`config.mk`:
```
export PLATFORM = sky130hd
export DESIGN_NAME = fetch_stage
export DESIGN_NICKNAME = d
export VERILOG_FILES = /design/src/rtl/fetch_stage.sv
export SDC_FILE = /design/constraint.sdc
export NUM_CORES = 1
export LEC_CHECK = 0
export BUFFER_PORTS_ARGS = -buffer_cell sky130_fd_sc_hd__buf_4
export CAP_MARGIN = 20
export CORE_MARGIN = 2
export CORE_UTILIZATION = 42
export DETAILED_ROUTE_END_ITERATION = 8
export PLACE_DENSITY_LB_ADDON = 0.15
export SYNTH_ARGS = -nofsm -noshare
export SYNTH_HDL_FRONTEND = slang
export SYNTH_SLANG_ARGS = --single-unit
export TNS_END_PERCENT = 50
```
`constraint.sdc`:
```
create_clock -name clk -period 7.9 [get_ports clk]
set_clock_uncertainty 0.1 [all_clocks]
set_input_delay 0.395 -clock clk [delete_from_list [all_inputs] [get_ports clk]]
set_output_delay 0.395 -clock clk [all_outputs]
set_load 0.03 [all_outputs]
```
`src/rtl/fetch_stage.sv`:
```
// Instruction-fetch stage: PC generation, 1-cycle program-memory reads, fetch queue toward decode.
// Optional FETCH_PERF_EN adds fetch/flush performance counters.
module fetch_stage #(
  parameter logic [31:0] RESET_PC    = 32'h0000_0000,
  parameter int unsigned QUEUE_DEPTH = 2
) (
  input  logic        clk,
  input  logic        rst,
  output logic        imem_req,
  output logic [31:0] imem_addr,
  input  logic [31:0] imem_rdata,
  input  logic        stall,
  input  logic        branch_taken,
  input  logic [31:0] pc_branch,
  output logic [31:0] instruction,
  output logic [31:0] pc,
  output logic        valid
`ifdef FETCH_PERF_EN
  ,
  output logic [31:0] perf_fetch_count,
  output logic [31:0] perf_flush_count
`endif
);

  localparam int unsigned PW = $clog2(QUEUE_DEPTH);
  localparam int unsigned CW = PW + 1;
  localparam int unsigned OW = CW + 1;
  localparam logic [31:0] NOP = 32'h0000_0013;

  logic [31:0]   fetch_pc;
  logic [31:0]   inflight_pc;
  logic          inflight;
  logic [PW-1:0] head;
  logic [PW-1:0] tail;
  logic [CW-1:0] count;
  logic [31:0]   instr_q [QUEUE_DEPTH];
  logic [31:0]   pc_q    [QUEUE_DEPTH];

  logic          pop;
  logic          push;
  logic [OW-1:0] occupancy;
  logic [31:0]   branch_addr;
  logic [1:0]    unused_branch_lsb;

  assign unused_branch_lsb = pc_branch[1:0];

  // Occupancy counts the in-flight response so it always finds a free slot.
  always_comb begin
    branch_addr = {pc_branch[31:2], 2'b00};
    valid       = !rst && (count != '0) && !branch_taken;
    pop         = valid && !stall;
    push        = inflight && !branch_taken;
    occupancy   = OW'(count) + OW'(inflight) - OW'(pop);
    imem_req    = !rst && (branch_taken || (occupancy < OW'(QUEUE_DEPTH)));
    imem_addr   = branch_taken ? branch_addr : fetch_pc;
    instruction = valid ? instr_q[head] : NOP;
    pc          = valid ? pc_q[head] : 32'h0000_0000;
  end

  always_ff @(posedge clk) begin
    if (rst) begin
      fetch_pc    <= RESET_PC;
      inflight_pc <= 32'h0000_0000;
      inflight    <= 1'b0;
      head        <= '0;
      tail        <= '0;
      count       <= '0;
    end else if (branch_taken) begin
      fetch_pc    <= branch_addr + 32'd4;
      inflight_pc <= branch_addr;
      inflight    <= 1'b1;
      head        <= '0;
      tail        <= '0;
      count       <= '0;
    end else begin
      if (push) tail <= tail + PW'(1);
      if (pop)  head <= head + PW'(1);
      count    <= count + CW'(push) - CW'(pop);
      inflight <= imem_req;
      if (imem_req) begin
        inflight_pc <= fetch_pc;
        fetch_pc    <= fetch_pc + 32'd4;
      end
    end
  end

  // Queue payload needs no reset; count gates visibility.
  always_ff @(posedge clk) begin
    if (!rst && push) begin
      instr_q[tail] <= imem_rdata;
      pc_q[tail]    <= inflight_pc;
    end
  end

`ifdef FETCH_PERF_EN
  always_ff @(posedge clk) begin
    if (rst) begin
      perf_fetch_count <= 32'h0000_0000;
      perf_flush_count <= 32'h0000_0000;
    end else begin
      if (pop)          perf_fetch_count <= perf_fetch_count + 32'd1;
      if (branch_taken) perf_flush_count <= perf_flush_count + 32'd1;
    end
  end
`endif

endmodule
```
==> out/summary.json <==
{
  "critical_path.startpoint_type": {"value": "input pin"},
  "design.final.nets": {"value": 951},
  "synth-seq-cells": {"value": 190},
  "drc": {"value": 0},
  "share_clk_of_total_power": {"value": 38.7, "unit": "%"},
  "setup-tns-final": {"value": 0, "unit": "ps"},
  "detailroute.via_count": {"value": 6197},
  "synth_area_leader_cell": {"value": "sky130_fd_sc_hd__edfxtp_1"},
  "criticalPathCategory": {"value": "input pin to output port"},
  "antenna-diode-count": {"value": 0},
  "synth.top_cells.by_count": {"value": "sky130_fd_sc_hd__edfxtp_1 (124), sky130_fd_sc_hd__nor2_1 (111), sky130_fd_sc_hd__mux2i_1 (83)"},
  "syn_area_per_cell": {"value": 11.6, "unit": "sq um"},
  "synth_area_leaders": {"value": "sky130_fd_sc_hd__edfxtp_1 (43%), sky130_fd_sc_hd__dfxtp_1 (15%), sky130_fd_sc_hd__mux2i_1 (9.7%), sky130_fd_sc_hd__nor2_1 (4.9%), sky130_fd_sc_hd__a211oi_1 (2.6%)"},
  "globalplace.congestion": {"value": 0.860},
  "first_pass_grt_wire_length": {"value": 32.3, "unit": "mm"},
  "dieWidth": {"value": 147, "unit": "um"},
  "cts.sinks": {"value": 190},
  "holdCritPathClass": {"value": "input pin to flip-flop"},
  "antenna_found_initial": {"value": 0},
  "synth.yosys.warnings": {"value": 0},
  "placement.io_buffers": {"value": 159},
  "clock_transition_at_the_registers_of_the_reported_paths": {"value": 70, "unit": "ps"},
  "maximum_buffer_depth_of_the_clock_tree": {"value": 2},
  "chipHeight": {"value": 147, "unit": "um"},
  "post_drt_wl_per_cell": {"value": 17.7, "unit": "um"},
  "layout_overhead_on_the_synthesized_area": {"value": 23.1, "unit": "%"},
  "numCtsBuffers": {"value": 17},
  "drt-initial-drc-count": {"value": 426},
  "power": {"value": 2240, "unit": "uW"},
  "detail_route.wirelength": {"value": 20.5, "unit": "mm"},
  "fp.coreArea": {"value": 20100, "unit": "sq um"},
  "cp_data_required_time": {"value": 7400, "unit": "ps"},
  "power.ir.vdd_worst": {"value": 0.167, "unit": "mV"},
  "via_count_of_the_first_global_routing_pass": {"value": 6074},
  "floorplan.io_pins": {"value": 166},
  "switching_power": {"value": 544, "unit": "uW"},
  "rsz0062_at_grt": {"value": "false"},
  "firstDrtPassIters": {"value": 5},
  "globalRouteTotalUtil": {"value": 18.9, "unit": "%"},
  "switching_share_of_power": {"value": 24.3, "unit": "%"},
  "outcome": {"value": "completed"},
  "timing_hold_violations_final": {"value": 0},
  "cp.arrival": {"value": 4200, "unit": "ps"},
  "p_int": {"value": 1690, "unit": "uW"},
  "dpl.hpwl": {"value": 13.6, "unit": "mm"},
  "die_area": {"value": 21600, "unit": "sq um"},
  "drive_gt1_share": {"value": 25.2, "unit": "%"},
  "placementRows": {"value": 52},
  "layout_min_cycle_time": {"value": 4700, "unit": "ps"},
  "final.period_utilization": {"value": 59.4, "unit": "%"},
  "synthArstFlopShare": {"value": 0, "unit": "%"},
  "pwr_density_cell": {"value": 212, "unit": "nW/um^2"},
  "netlist_instances": {"value": 739},
  "ys_dominant_reg_cell": {"value": "sky130_fd_sc_hd__edfxtp_1"},
  "timing_worst_slew_pin_value": {"value": 1210, "unit": "ps"},
  "grt_max_degree": {"value": 64},
  "tritoncts": {"value": "done"},
  "antenna_violating_nets_post_route": {"value": 0},
  "root_buffer": {"value": "sky130_fd_sc_hd__clkbuf_16"},
  "share_of_the_synthesized_area_in_the_top_cell_type": {"value": 43.4, "unit": "%"},
  "htree_num_levels": {"value": 4},
  "setup_viol": {"value": 0},
  "ctsHoldBuffers": {"value": 0},
  "timing.critical_path.fanout_max": {"value": 63},
  "timing_max_transition_violations_final": {"value": 0},
  "yosysUniqueCellTypes": {"value": 69},
  "worstSkewPairLatency": {"value": 420, "unit": "ps"},
  "start_util": {"value": 42.7, "unit": "%"},
  "global_route.overflow_total": {"value": 0},
  "power_frac_comb": {"value": 10.9, "unit": "%"},
  "clock.fmax": {"value": 0.213, "unit": "GHz"},
  "synthesis.area": {"value": 8580, "unit": "sq um"},
  "worst_slew_margin_rel": {"value": 19.2, "unit": "%"},
  "detail_route.vias_per_cell": {"value": 5.33},
  "post_synth_edffs": {"value": 124},
  "worst_setup_path_end_kind": {"value": "output port"},
  "postLayoutCoreUtil": {"value": 52.5, "unit": "%"},
  "cts.repair_timing.setup_buffer_count": {"value": 0},
  "synth_most_common_cell": {"value": "sky130_fd_sc_hd__edfxtp_1"},
  "max_cap_viol_count": {"value": 0},
  "power.share.sequential": {"value": 50.4, "unit": "%"},
  "leakage": {"value": 0.00401, "unit": "uW"},
  "number_of_gates_given_a_new_drive_strength_after_cts": {"value": 0},
  "n_fill_cell": {"value": 1786},
  "synth_sequential_area_ratio": {"value": 58.8, "unit": "%"}
}
power groups by stage:
| stage | registers, uW | clock network [uW] | logic (uW) |
|---|---|---|---|
| finish | 1130 | 866 | 244 |
| global placement | 1150 | 0 | 238 |
| global route | 1130 | 929 | 263 |
| floorplan | 1140 | 0 | 157 |
| CTS | 1130 | 891 | 244 |
| detailed placement | 1150 | 0 | 243 |
worst paths after layout:
path | from | endpoint | slack, ps | depth (start not counted)
setup / recovery | rst | imem_req | 3200 | 12
hold reg to reg | inflight_pc[7]$_SDFFE_PP0P_ | pc_q[1][7]$_DFFE_PP_ | 360 | 0
setup reg to reg | count[1]$_SDFF_PP0_ | fetch_pc[28]$_SDFFE_PP0P_ | 3690 | 11
hold / removal | imem_rdata[14] | instr_q[0][14]$_DFFE_PP_ | 60 | 1
cells by family after synthesis:
group,Yosys count,share of synthesized area [%]
DFF,190,58.8
AOI/OAI and AO/OA,95,8.72
other,1,0.0437
muxes,91,10.7
and+or+nand+nor,263,14.6
adders and majority gates,3,0.525
xor gates and xnor gates,18,1.84
buffers and inverters,78,4.68
metal layers:
layer  global-route usage [%]  up-vias  routed length (um)
met1                     26.2     2972                9440
met2                     30.5      220                9710
met3                     3.14       15                1180
met5                        0        -                   0
li1                         -     2990                   -
met4                     6.35        0                 225
stage by stage:
stage               worst slack (ps)  cell area [sq um]  hold slack (ps)  cells
CTS                             3240              10500             37.9   1162
detailed placement              3090               9940              342   1130
finish                          3200              10600             62.4   1163
floorplan                       1570               8590              325    742
global placement                3190               9940              334   1130
global route                    2960              10600             36.9   1163
cells in the final DEF (no fill, tap or decap), drive strengths merged, types with 4 or more instances in the layout:
cell    Yosys  layout
a211oi     32      32
a21oi      14      14
a22oi       6       6
and4        4       4
buf        18     168
clkbuf     30      20
conb        1       4
dfxtp      66      66
edfxtp    124     124
inv        29      32
mux2        8       8
mux2i      83      83
nand2      49      49
nand3      25      25
nand3b      9       9
nand4      14      14
nor2      111     111
nor3       25      25
nor4        6       6
o211ai      5       5
o21ai      10      10
or3         5       5
xnor2      10      10
xor2        8       8
worst max-delay path, stage by stage:
cell,delay [ps]
sky130_fd_sc_hd__buf_4,550
sky130_fd_sc_hd__nor2_1,190
sky130_fd_sc_hd__o21ai_4,240
sky130_fd_sc_hd__buf_4,560
sky130_fd_sc_hd__or3_1,230
sky130_fd_sc_hd__a21boi_0,110
sky130_fd_sc_hd__fa_1,690
sky130_fd_sc_hd__inv_1,130
sky130_fd_sc_hd__a21oi_2,410
sky130_fd_sc_hd__buf_4,290
sky130_fd_sc_hd__nor2_1,80
sky130_fd_sc_hd__buf_4,210
sequential cells by signal, summed over array words and instances, names as in the netlist, named ones only:
name / count
tail: 1
inflight_pc: 30
inflight: 1
fetch_pc: 30
pc_q: 60
count: 2
instr_q: 64
head: 1
final cells by class:
class,instances,area [sq um],share of cell area (%)
timing repair buffer,168,1280,12.1
clock buffer,20,437,4.14
sequential,190,5050,47.8
tap,270,338,3.20
clock inverter,12,160,1.52
inverter,29,109,1.03
multi-input combinational,474,3190,30.2
Note: power is estimated with default switching activity, not from simulation.
